## config.mk

```make
export PLATFORM = sky130hd
export DESIGN_NAME = pw_burst_sequencer_flat
export DESIGN_NICKNAME = d
export VERILOG_FILES = /design/src/rtl/pw_burst_sequencer_if.sv /design/src/rtl/pw_burst_sequencer.sv /design/src/flat_wrapper.sv
export SDC_FILE = /design/constraint.sdc
export NUM_CORES = 1
export LEC_CHECK = 0
export CAP_MARGIN = 5
export CORE_MARGIN = 2
export CORE_UTILIZATION = 30
export DETAILED_ROUTE_END_ITERATION = 10
export HOLD_SLACK_MARGIN = 0.05
export PLACE_DENSITY = 0.43
export SETUP_SLACK_MARGIN = 0.1
export SYNTH_ARGS = -nofsm -noshare
export SYNTH_HDL_FRONTEND = slang
export SYNTH_SLANG_ARGS = --single-unit
```

## constraint.sdc

```tcl
create_clock -name clk -period 5.55 [get_ports clk]
set_clock_uncertainty 0.15 [all_clocks]
set_input_delay 0.555 -clock clk [delete_from_list [all_inputs] [get_ports clk]]
set_output_delay 0.555 -clock clk [all_outputs]
set_load 0.005 [all_outputs]
```

## src/rtl/pw_burst_sequencer_if.sv

```systemverilog
// Control-bank and pin-side signals of the pulsed-wave burst sequencer.
// The sequencer takes the slave view; the register bank / bench drives the master view.
interface pw_burst_sequencer_if #(
    parameter int CYC_W = 6,
    parameter int DLY_W = 12,
    parameter int PRF_W = 16
);
    logic             enable;
    logic [1:0]       freqSel;
    logic [CYC_W-1:0] numCycles;
    logic [DLY_W-1:0] gateDelay;
    logic [DLY_W-1:0] gateLen;
    logic [PRF_W-1:0] prfPeriod;

    logic             burstPos;
    logic             burstNeg;
    logic             txPwdn;
    logic             rxPwdn;
    logic             rxGate;
    logic             sampleStrobe;
    logic             prfTick;
    logic             overrun;

    modport master (
        output enable, freqSel, numCycles, gateDelay, gateLen, prfPeriod,
        input  burstPos, burstNeg, txPwdn, rxPwdn, rxGate, sampleStrobe, prfTick, overrun
    );

    modport slave (
        input  enable, freqSel, numCycles, gateDelay, gateLen, prfPeriod,
        output burstPos, burstNeg, txPwdn, rxPwdn, rxGate, sampleStrobe, prfTick, overrun
    );
endinterface

```

## src/rtl/pw_burst_sequencer.sv

```systemverilog
// Pulsed-wave Doppler period sequencer: bipolar TX burst, range-gate delay,
// receive window with decimated ADC strobes, then hold until the PRF period ends.
//
// state | meaning
// IDLE  | not sequencing, waiting for enable
// TX    | bipolar burst, numCycles full cycles of H clocks pos + H clocks neg
// WAIT  | range-gate delay after the burst, receiver powered
// RX    | receive window open, sample strobes every DECIM clocks
// HOLD  | all activity done, waiting out the remainder of the PRF period
module pw_burst_sequencer #(
    parameter int HALF8 = 4,
    parameter int CYC_W = 6,
    parameter int DLY_W = 12,
    parameter int PRF_W = 16,
    parameter int DECIM = 4
) (
    input logic            clk,
    input logic            rst,
    pw_burst_sequencer_if.slave bus
);
    localparam int HW = $clog2(8 * HALF8) + 1;
    localparam int DW = $clog2(DECIM) + 1;

    typedef enum logic [2:0] {IDLE, TX, WAIT, RX, HOLD} stateT;

    stateT            state, stateNext;
    logic [PRF_W-1:0] periodCnt, periodNext;
    logic [DLY_W-1:0] phaseCnt, phaseNext;
    logic [HW-1:0]    halfCnt, halfNext;
    logic             pol, polNext;
    logic [CYC_W-1:0] cycLeft, cycNext;
    logic [DW-1:0]    decimCnt, decimNext;
    logic             stopReq, stopNext;

    // Per-period configuration, captured on the prfTick clock.
    logic [HW-1:0]    cfgHalf;
    logic [DLY_W-1:0] cfgDelay, cfgLen;
    logic [PRF_W-1:0] cfgLast;

    logic [HW-1:0]    inHalf;
    logic [PRF_W-1:0] inLast;
    logic [DLY_W-1:0] eDelay, eLen;
    logic [PRF_W-1:0] eLast;

    logic start, leaveTx, leaveWait, leaveRx, endAct, lastNext;

    logic burstPosQ, burstNegQ, txPwdnQ, rxPwdnQ, rxGateQ, strobeQ, prfTickQ, overrunQ;
    logic burstPosD, burstNegD, txPwdnD, rxPwdnD, rxGateD, strobeD, prfTickD, overrunD;

    assign inHalf = (bus.freqSel == 2'b11) ? HW'(HALF8)     :
                    (bus.freqSel == 2'b10) ? HW'(2 * HALF8) :
                    (bus.freqSel == 2'b01) ? HW'(4 * HALF8) : HW'(8 * HALF8);

    // prfPeriod of 0 behaves as 1, so the last period clock index is 0 either way.
    assign inLast = (bus.prfPeriod == '0) ? '0 : bus.prfPeriod - PRF_W'(1);

    // Next state, counter updates and the registered output values for the coming clock.
    always_comb begin
        stateNext  = state;
        periodNext = (periodCnt == '1) ? periodCnt : periodCnt + PRF_W'(1);
        phaseNext  = phaseCnt;
        halfNext   = halfCnt;
        polNext    = pol;
        cycNext    = cycLeft;
        decimNext  = decimCnt;
        stopNext   = stopReq;
        start      = 1'b0;
        leaveTx    = 1'b0;
        leaveWait  = 1'b0;
        leaveRx    = 1'b0;
        endAct     = 1'b0;

        case (state)
            IDLE: start = bus.enable;
            TX: begin
                // A stop request is honoured only at a full-cycle boundary to avoid DC on the pulser.
                if (!bus.enable) stopNext = 1'b1;
                if (halfCnt != '0) begin
                    halfNext = halfCnt - HW'(1);
                end else if (!pol) begin
                    polNext  = 1'b1;
                    halfNext = cfgHalf - HW'(1);
                end else if (stopReq || !bus.enable) begin
                    stateNext = IDLE;
                end else if (cycLeft > CYC_W'(1)) begin
                    cycNext  = cycLeft - CYC_W'(1);
                    polNext  = 1'b0;
                    halfNext = cfgHalf - HW'(1);
                end else begin
                    leaveTx = 1'b1;
                end
            end
            WAIT: begin
                if (!bus.enable)           stateNext = IDLE;
                else if (phaseCnt != '0)   phaseNext = phaseCnt - DLY_W'(1);
                else                       leaveWait = 1'b1;
            end
            RX: begin
                if (!bus.enable) begin
                    stateNext = IDLE;
                end else begin
                    decimNext = (decimCnt == '0) ? DW'(DECIM - 1) : decimCnt - DW'(1);
                    if (phaseCnt != '0) phaseNext = phaseCnt - DLY_W'(1);
                    else                leaveRx   = 1'b1;
                end
            end
            HOLD: begin
                if (!bus.enable)                 stateNext = IDLE;
                else if (periodCnt >= cfgLast)   start     = 1'b1;
            end
            default: stateNext = IDLE;
        endcase

        if (leaveTx) begin
            if (cfgDelay != '0) begin
                stateNext = WAIT;
                phaseNext = cfgDelay - DLY_W'(1);
            end else if (cfgLen != '0) begin
                stateNext = RX;
                phaseNext = cfgLen - DLY_W'(1);
                decimNext = DW'(DECIM - 1);
            end else begin
                endAct = 1'b1;
            end
        end

        if (leaveWait) begin
            if (cfgLen != '0) begin
                stateNext = RX;
                phaseNext = cfgLen - DLY_W'(1);
                decimNext = DW'(DECIM - 1);
            end else begin
                endAct = 1'b1;
            end
        end

        if (leaveRx) endAct = 1'b1;

        // Running late skips HOLD and starts the next period back-to-back.
        if (endAct) begin
            if (periodCnt >= cfgLast) start     = 1'b1;
            else                      stateNext = HOLD;
        end

        // New period: the first non-empty phase starts on the prfTick clock.
        if (start) begin
            periodNext = '0;
            stopNext   = 1'b0;
            if (bus.numCycles != '0) begin
                stateNext = TX;
                halfNext  = inHalf - HW'(1);
                polNext   = 1'b0;
                cycNext   = bus.numCycles;
            end else if (bus.gateDelay != '0) begin
                stateNext = WAIT;
                phaseNext = bus.gateDelay - DLY_W'(1);
            end else if (bus.gateLen != '0) begin
                stateNext = RX;
                phaseNext = bus.gateLen - DLY_W'(1);
                decimNext = DW'(DECIM - 1);
            end else begin
                stateNext = HOLD;
            end
        end

        eDelay = start ? bus.gateDelay : cfgDelay;
        eLen   = start ? bus.gateLen   : cfgLen;
        eLast  = start ? inLast        : cfgLast;

        // Whether the coming clock is the final clock of the period's active phases.
        lastNext = ((stateNext == RX) && (phaseNext == '0)) ||
                   ((stateNext == WAIT) && (phaseNext == '0) && (eLen == '0)) ||
                   ((stateNext == TX) && (halfNext == '0) && polNext && (cycNext == CYC_W'(1)) &&
                    (eDelay == '0) && (eLen == '0));

        prfTickD  = start;
        burstPosD = (stateNext == TX) && !polNext;
        burstNegD = (stateNext == TX) && polNext;
        txPwdnD   = (stateNext != TX);
        rxGateD   = (stateNext == RX);
        strobeD   = (stateNext == RX) && (decimNext == DW'(DECIM - 1));
        overrunD  = lastNext && (periodNext >= eLast);
        // After an abort the receiver stays powered for one extra IDLE clock.
        rxPwdnD   = !((stateNext == WAIT) || (stateNext == RX) ||
                      ((stateNext == IDLE) && ((state == WAIT) || (state == RX))));
    end

    // State, counters, captured configuration and output registers.
    always_ff @(posedge clk or posedge rst) begin
        if (rst) begin
            state     <= IDLE;
            periodCnt <= '0;
            phaseCnt  <= '0;
            halfCnt   <= '0;
            pol       <= 1'b0;
            cycLeft   <= '0;
            decimCnt  <= '0;
            stopReq   <= 1'b0;
            cfgHalf   <= '0;
            cfgDelay  <= '0;
            cfgLen    <= '0;
            cfgLast   <= '0;
            burstPosQ <= 1'b0;
            burstNegQ <= 1'b0;
            txPwdnQ   <= 1'b1;
            rxPwdnQ   <= 1'b1;
            rxGateQ   <= 1'b0;
            strobeQ   <= 1'b0;
            prfTickQ  <= 1'b0;
            overrunQ  <= 1'b0;
        end else begin
            state     <= stateNext;
            periodCnt <= periodNext;
            phaseCnt  <= phaseNext;
            halfCnt   <= halfNext;
            pol       <= polNext;
            cycLeft   <= cycNext;
            decimCnt  <= decimNext;
            stopReq   <= stopNext;
            if (start) begin
                cfgHalf  <= inHalf;
                cfgDelay <= bus.gateDelay;
                cfgLen   <= bus.gateLen;
                cfgLast  <= inLast;
            end
            burstPosQ <= burstPosD;
            burstNegQ <= burstNegD;
            txPwdnQ   <= txPwdnD;
            rxPwdnQ   <= rxPwdnD;
            rxGateQ   <= rxGateD;
            strobeQ   <= strobeD;
            prfTickQ  <= prfTickD;
            overrunQ  <= overrunD;
        end
    end

    assign bus.burstPos     = burstPosQ;
    assign bus.burstNeg     = burstNegQ;
    assign bus.txPwdn       = txPwdnQ;
    assign bus.rxPwdn       = rxPwdnQ;
    assign bus.rxGate       = rxGateQ;
    assign bus.sampleStrobe = strobeQ;
    assign bus.prfTick      = prfTickQ;
    assign bus.overrun      = overrunQ;
endmodule

```

## src/flat_wrapper.sv

```systemverilog
// flat-port wrapper written by rule: the top's interface ports become plain ports
module pw_burst_sequencer_flat 
#(
    parameter int HALF8 = 4,
    parameter int CYC_W = 6,
    parameter int DLY_W = 12,
    parameter int PRF_W = 16,
    parameter int DECIM = 4
)
  (clk, rst, bus_enable, bus_freqSel, bus_numCycles, bus_gateDelay, bus_gateLen, bus_prfPeriod, bus_burstPos, bus_burstNeg, bus_txPwdn, bus_rxPwdn, bus_rxGate, bus_sampleStrobe, bus_prfTick, bus_overrun);
  pw_burst_sequencer_if #(.CYC_W(CYC_W), .DLY_W(DLY_W), .PRF_W(PRF_W)) bus_i ();
  input logic clk;
  input logic rst;
  input wire logic [$bits(bus_i.enable)-1:0] bus_enable;
  input wire logic [$bits(bus_i.freqSel)-1:0] bus_freqSel;
  input wire logic [$bits(bus_i.numCycles)-1:0] bus_numCycles;
  input wire logic [$bits(bus_i.gateDelay)-1:0] bus_gateDelay;
  input wire logic [$bits(bus_i.gateLen)-1:0] bus_gateLen;
  input wire logic [$bits(bus_i.prfPeriod)-1:0] bus_prfPeriod;
  output wire logic [$bits(bus_i.burstPos)-1:0] bus_burstPos;
  output wire logic [$bits(bus_i.burstNeg)-1:0] bus_burstNeg;
  output wire logic [$bits(bus_i.txPwdn)-1:0] bus_txPwdn;
  output wire logic [$bits(bus_i.rxPwdn)-1:0] bus_rxPwdn;
  output wire logic [$bits(bus_i.rxGate)-1:0] bus_rxGate;
  output wire logic [$bits(bus_i.sampleStrobe)-1:0] bus_sampleStrobe;
  output wire logic [$bits(bus_i.prfTick)-1:0] bus_prfTick;
  output wire logic [$bits(bus_i.overrun)-1:0] bus_overrun;
  assign bus_i.enable = bus_enable;
  assign bus_i.freqSel = bus_freqSel;
  assign bus_i.numCycles = bus_numCycles;
  assign bus_i.gateDelay = bus_gateDelay;
  assign bus_i.gateLen = bus_gateLen;
  assign bus_i.prfPeriod = bus_prfPeriod;
  assign bus_burstPos = bus_i.burstPos;
  assign bus_burstNeg = bus_i.burstNeg;
  assign bus_txPwdn = bus_i.txPwdn;
  assign bus_rxPwdn = bus_i.rxPwdn;
  assign bus_rxGate = bus_i.rxGate;
  assign bus_sampleStrobe = bus_i.sampleStrobe;
  assign bus_prfTick = bus_i.prfTick;
  assign bus_overrun = bus_i.overrun;
  pw_burst_sequencer #(.HALF8(HALF8), .CYC_W(CYC_W), .DLY_W(DLY_W), .PRF_W(PRF_W), .DECIM(DECIM)) u_core (.clk(clk), .rst(rst), .bus(bus_i));
endmodule
```

After elaboration in Yosys (flattened, before gate mapping). Cells that the tools add are included. Widths: inputs -> output; s select.

Flip-flop bits (word level): 102. Input port bits: 51. Output and inout port bits: 8. Word-level logic and storage cells: 183.

Add/sub/neg operators: 12. Magnitude comparators: 3. Equality and inequality tests: 15. Mux-type cells: 92. Reductions and logical operators: 41.

Operator list (number): $mux 12 (14); $mux 6 (17); $mux 3 (27); $mux 16 (4); $reduce_bool 12->1 (5); $sub 12x1->12 const B (5); $logic_not 12->1 (3); $ge 16x16->1 (2); $mux 1 (28); $sub 6x1->6 const B (4); $add 16x1->16 const B (1); $eq 16x16->1 const B (1); $logic_not 16->1 (1); $sub 16x1->16 const B (1); $eq 3x2->1 const B (5); $logic_and 1x1->1 (13); $reduce_bool 6->1 (2); $logic_not 3->1 (3); $pmux 3 s3 (1); $eq 3x1->1 const B (2); $eq 6x1->1 const B (1); $gt 6x1->1 const B (1); $logic_not 6->1 (1); $logic_or 1x1->1 (6); other kinds (12) (15).

Logic depth before layout (Yosys ltp).
Depth after elaboration: 22. Gate-level depth with buffers: 22. Depth with buffers taken out: 20.

Least setup slack after synthesis. Ideal clock, no wire load.

Path type: reg2reg. Start: reg u_core.cfgDelay[0]. End: reg u_core.overrunQ, in the netlist u_core.bus.overrun. Data arrival time: 4.078 ns. Required time: 5.261 ns. Slack: 1.183 ns. Cell stages (with the launch flop): 23. Cell sequence: dfrtp_1 inv_1 ha_1 or4b_4 nor4_4 nand2_2 o211ai_4 nand2_4 clkbuf_1 a41o_1 clkbuf_1 o21ai_0 ha_1 nand2b_1 a21o_1 a21oi_1 nor2b_1 o211ai_1 a21oi_1 nor3_1 o21ai_0 nand3_1 a221oi_2.

Elaborated cells on any way between the ends: 50. Those cells by class: add/sub (1); order compare (1); eq/ne (4); mux (28); reduce/logical (16).

RTL lines: start, declared (RTL line pw_burst_sequencer.sv:37) `logic [DLY_W-1:0] cfgDelay, cfgLen;`; start signal, assigned (RTL line pw_burst_sequencer.sv:222) `cfgDelay <= bus.gateDelay;`; $reduce_bool 12->1 (*) (RTL line pw_burst_sequencer.sv:115) `if (cfgDelay != '0) begin`; $mux 1 (*) (RTL line pw_burst_sequencer.sv:115); $mux 1 (*) (RTL line pw_burst_sequencer.sv:114) `if (leaveTx) begin`; $mux 1 (RTL line pw_burst_sequencer.sv:128) `if (cfgLen != '0) begin`; $mux 1 (*) (RTL line pw_burst_sequencer.sv:127) `if (leaveWait) begin`; $mux 1 (*) (RTL line pw_burst_sequencer.sv:137) `if (leaveRx) endAct = 1'b1;`; $mux 1 (*) (RTL line pw_burst_sequencer.sv:140) `if (endAct) begin`; $mux 16 (*); named net u_core.eLast[0] (RTL line pw_burst_sequencer.sv:43) `logic [PRF_W-1:0] eLast;`; $ge 16x16->1 (*) (RTL line pw_burst_sequencer.sv:182) `overrunD = lastNext && (periodNext >= eLast);`; $logic_and 1x1->1 (*) (RTL line pw_burst_sequencer.sv:182); named net u_core.overrunD (RTL line pw_burst_sequencer.sv:48) `logic burstPosD, burstNegD, txPwdnD, rxPwdnD, rxGateD, strobeD, prfTickD, overrunD;`; end signal, assigned (RTL line pw_burst_sequencer.sv:233) `overrunQ <= overrunD;`; end, declared (RTL line pw_burst_sequencer.sv:47) `logic burstPosQ, burstNegQ, txPwdnQ, rxPwdnQ, rxGateQ, strobeQ, prfTickQ, overrunQ;`.

The timed path passes the listed nets; every way through them passes the cells marked *. A chain may end at the register's enable or synchronous reset.

Worst setup path in the final report. Same ends and word-level chain as after synthesis.

==> impl_metrics.yaml <==
logic_synthesis:
  synth-edff-count: 0
  yosysUniqueCellTypes: 78
  synth_top_area_share_pct: 33.8
  yosysMostFrequentCell: "nand2_1"
  synth_area_mm2: 0.00726
  synth_top_area_cell: "dfrtp_1"
  avgSynthCellArea_um2: 8.29
  synthTopCellsByArea: "dfrtp_1 34%, ha_1 8.1%, nand2_1 7.1%"
  synth_fp_nets: 974
  ys_seq_elements: 100
  async_reset_ff_share_pct: 100
  yosysWarnings: 0
  ys_seq_area_share_pct: 34.5
  synthCells: 876
  synth_ff_type: "dfrtp_1"
  synth_commonest_cells: "138 x nand2_1, 98 x dfrtp_1, 79 x nor2_1"
finish:
  diodes: 0
  drive_gt1_share_pct: 5.45
  fin_area_mm2: 0.00850
  area_growth_pct: 17.0
  final_nets: 1028
global_route:
  grt_usage_pct: 17.6
  antenna_found_initial: 0
  grt_max_degree: 66
  grt-ovfl-total: 0
  grt_pass1_wl_um: 35300
  grt_pass1_vias: 6324
drt:
  ant_nets: 0
  drt-pass1-iter-count: 5
  routed_wl_um: 22000
  via_count: 6471
  routedWlPerCell_um: 17.5
  drc: 0
  drt-initial-drc-count: 307
  avgViaCountPerCell: 5.16
power:
  p_leak_uw: 0.00365
  p_per_area_mw_per_mm2: 456
  ir_drop_mv: 0.174
critical_path:
  max_stage_delay_ns: 0.52
  arrival_ns: 4.74
  startpoint: "u_core.cfgDelay[0]$_DFF_PP0_"
  cp_top_family: "compound AO/OA/AOI/OAI gates"
  crit_path_end_kind: "flop"
  crit_path_start_kind: "flop"
  worstReg2RegStart: "u_core.cfgDelay[0]$_DFF_PP0_"
  worstSetupPathType: "reg -> reg"
  path_depth: 21
  r2r_slack_ns: 0.88
  cp_slowest_cell: "or4b_4"
  critical_path.max_fanout: 16
  worstPathRequired_ns: 5.62
  rr_worst_depth: 21
  path_buf_inv: 2
  path_cells: "inv_1, ha_1, or4b_4, nor4_4, buf_4, nand2_2, o211ai_4, nand2_4, a41o_1, o21ai_0, ha_1, nand2b_1, a21o_1, a21oi_1, nor2b_1, o211ai_1, a21oi_1, nor3_1, o21ai_0, nand3_1, a221oi_2"
timing:
  fmax_ghz: 0.214
  setup_viol_count_final: 0
  fin_setup_tns_ns: 0
  rsz0062_at_grt: "false"
  worst_pin_slew_ns: 0.919
  finalCritPeriodShare_pct: 84.1
  holdWs_ns: 0.358
  maxSlewHeadroom_pct: 38.2
  layout_min_cycle_time_ns: 4.67
  maxSlewViolCount: 0
  hold_violations: 0
clock_network:
  clk_path_buf_depth: 2
  clk_pin_slew_ns: 0.07
  cts_resized: 0
  cts_buffers: 9
  clock-root-buffer: "clkbuf_16"
  postCtsSetupBuffers: 0
  hold_buffers: 0
  clk_latency_ns: 0.36
  htreeDepth: 3
  cts_tree: "yes"
  clock_sinks: 100
worst_hold_path:
  hold_start: "u_core.cfgHalf[5]$_DFFE_PP0N_"
  hold_depth: 2
  hp-class: "reg -> reg"
die:
  die-area_mm2: 0.0255
  die_w_um: 160
  row_count: 56
  fp.coreArea_mm2: 0.0236
  start_util_pct: 30.7
  die_y_um: 160
  ioPinCount: 59
run:
  maxCapViolations: 0
placed_design:
  port_buffers: 58
  dpl_cell_area_mm2: 0.00821
  hpwl_um: 17200
  gp_congestion: 0.883
run_status:
  status: "completed"
[stage by stage]
step / utilization, % / power, µW / setup WS, ns / cells
floorplan: - / 2650 / 1.18 / 876
CTS: 36.0 / 3920 / 0.804 / 1254
detailed placement: 34.8 / 3260 / 0.638 / 1238
global placement: 34.8 / 3270 / 0.719 / 1238
global route: 36.0 / 4260 / 0.474 / 1254
finish: 36.0 / 3880 / 0.884 / 1254
[flip-flops by register name (all words and copies together) (netlist names), 3 cells and up]
name              cells
u_core.cfgLast       16
u_core.cycLeft        6
u_core.halfCnt        6
u_core.periodCnt     16
u_core.cfgDelay      12
u_core.cfgLen        12
u_core.decimCnt       3
u_core.state          3
u_core.phaseCnt      12
u_core.cfgHalf        4
[worst paths after layout]
path | end
worst max-delay path | u_core.bus.overrun$_DFF_PP0_
worst min-delay path | u_core.cfgHalf[5]$_DFFE_PP0N_
worst min register to register | u_core.cfgHalf[5]$_DFFE_PP0N_
min in group asynchronous | u_core.cfgLen[3]$_DFF_PP0_
max in group asynchronous | u_core.bus.rxPwdn$_DFF_PP1_
worst max register to register | u_core.bus.overrun$_DFF_PP0_
[cells in the final DEF, fill, tap and decap left out, types with 30 or more instances in the layout]
| cell | instances |
|---|---|
| nand2_1 | 138 |
| dfrtp_1 | 98 |
| nor2_1 | 79 |
| clkdlybuf4s50_1 | 58 |
| inv_1 | 57 |
| ha_1 | 47 |
| o21ai_0 | 39 |
| a21oi_1 | 38 |
| nor3_1 | 35 |
| xor2_1 | 30 |
[cell families (layout without fill, tap and decap cells)]
logic type | Yosys count | after routing | share of synthesized area [%]
and+or+nand+nor | 398 | 398 | 27.7
muxes | 12 | 12 | 1.69
buffers and inverters | 82 | 141 | 4.36
adders and majority gates | 47 | 47 | 8.10
xor gates and xnor gates | 57 | 57 | 6.88
AOI/OAI and AO/OA | 180 | 180 | 16.8
DFF | 100 | 100 | 34.5
[cell type report]
class,count,area [µm²]
sequential,100,2500
fill,2493,15100
multi-input combinational,694,4440
tap,319,399
clock inverter,5,35.0
inverter,59,225
timing repair buffer,66,641
clock buffer,11,253
[worst register-to-register path, cell delays in order (launching register included)]
cell and delay [ns]:
dfrtp_1 0.39, inv_1 0.09, ha_1 0.21, or4b_4 0.52
nor4_4 0.26, buf_4 0.19, nand2_2 0.10, o211ai_4 0.26
nand2_4 0.10, a41o_1 0.43, o21ai_0 0.31, ha_1 0.27
nand2b_1 0.13, a21o_1 0.17, a21oi_1 0.16, nor2b_1 0.06
o211ai_1 0.16, a21oi_1 0.11, nor3_1 0.16, o21ai_0 0.13
nand3_1 0.11, a221oi_2 0.06
[report_power, final]
group / internal [µW] / leakage, µW / switching, µW / total, µW
registers: 1020 / 0.00129 / 306 / 1320
clock network: 331 / 0.000142 / 305 / 636
logic: 790 / 0.00222 / 1130 / 1920
total: 2140 / 0.00365 / 1740 / 3880
[routing by layer]
metal | GRT usage, % | share of wire (%) | vias up
met5 | 0 | 0 | -
met4 | 4.30 | 1.3 | 0
li1 | - | - | 3241
met3 | 2.11 | 2.7 | 17
met1 | 25.4 | 50 | 3102
met2 | 27.9 | 46 | 111
(Power assumes the default switching activity.)
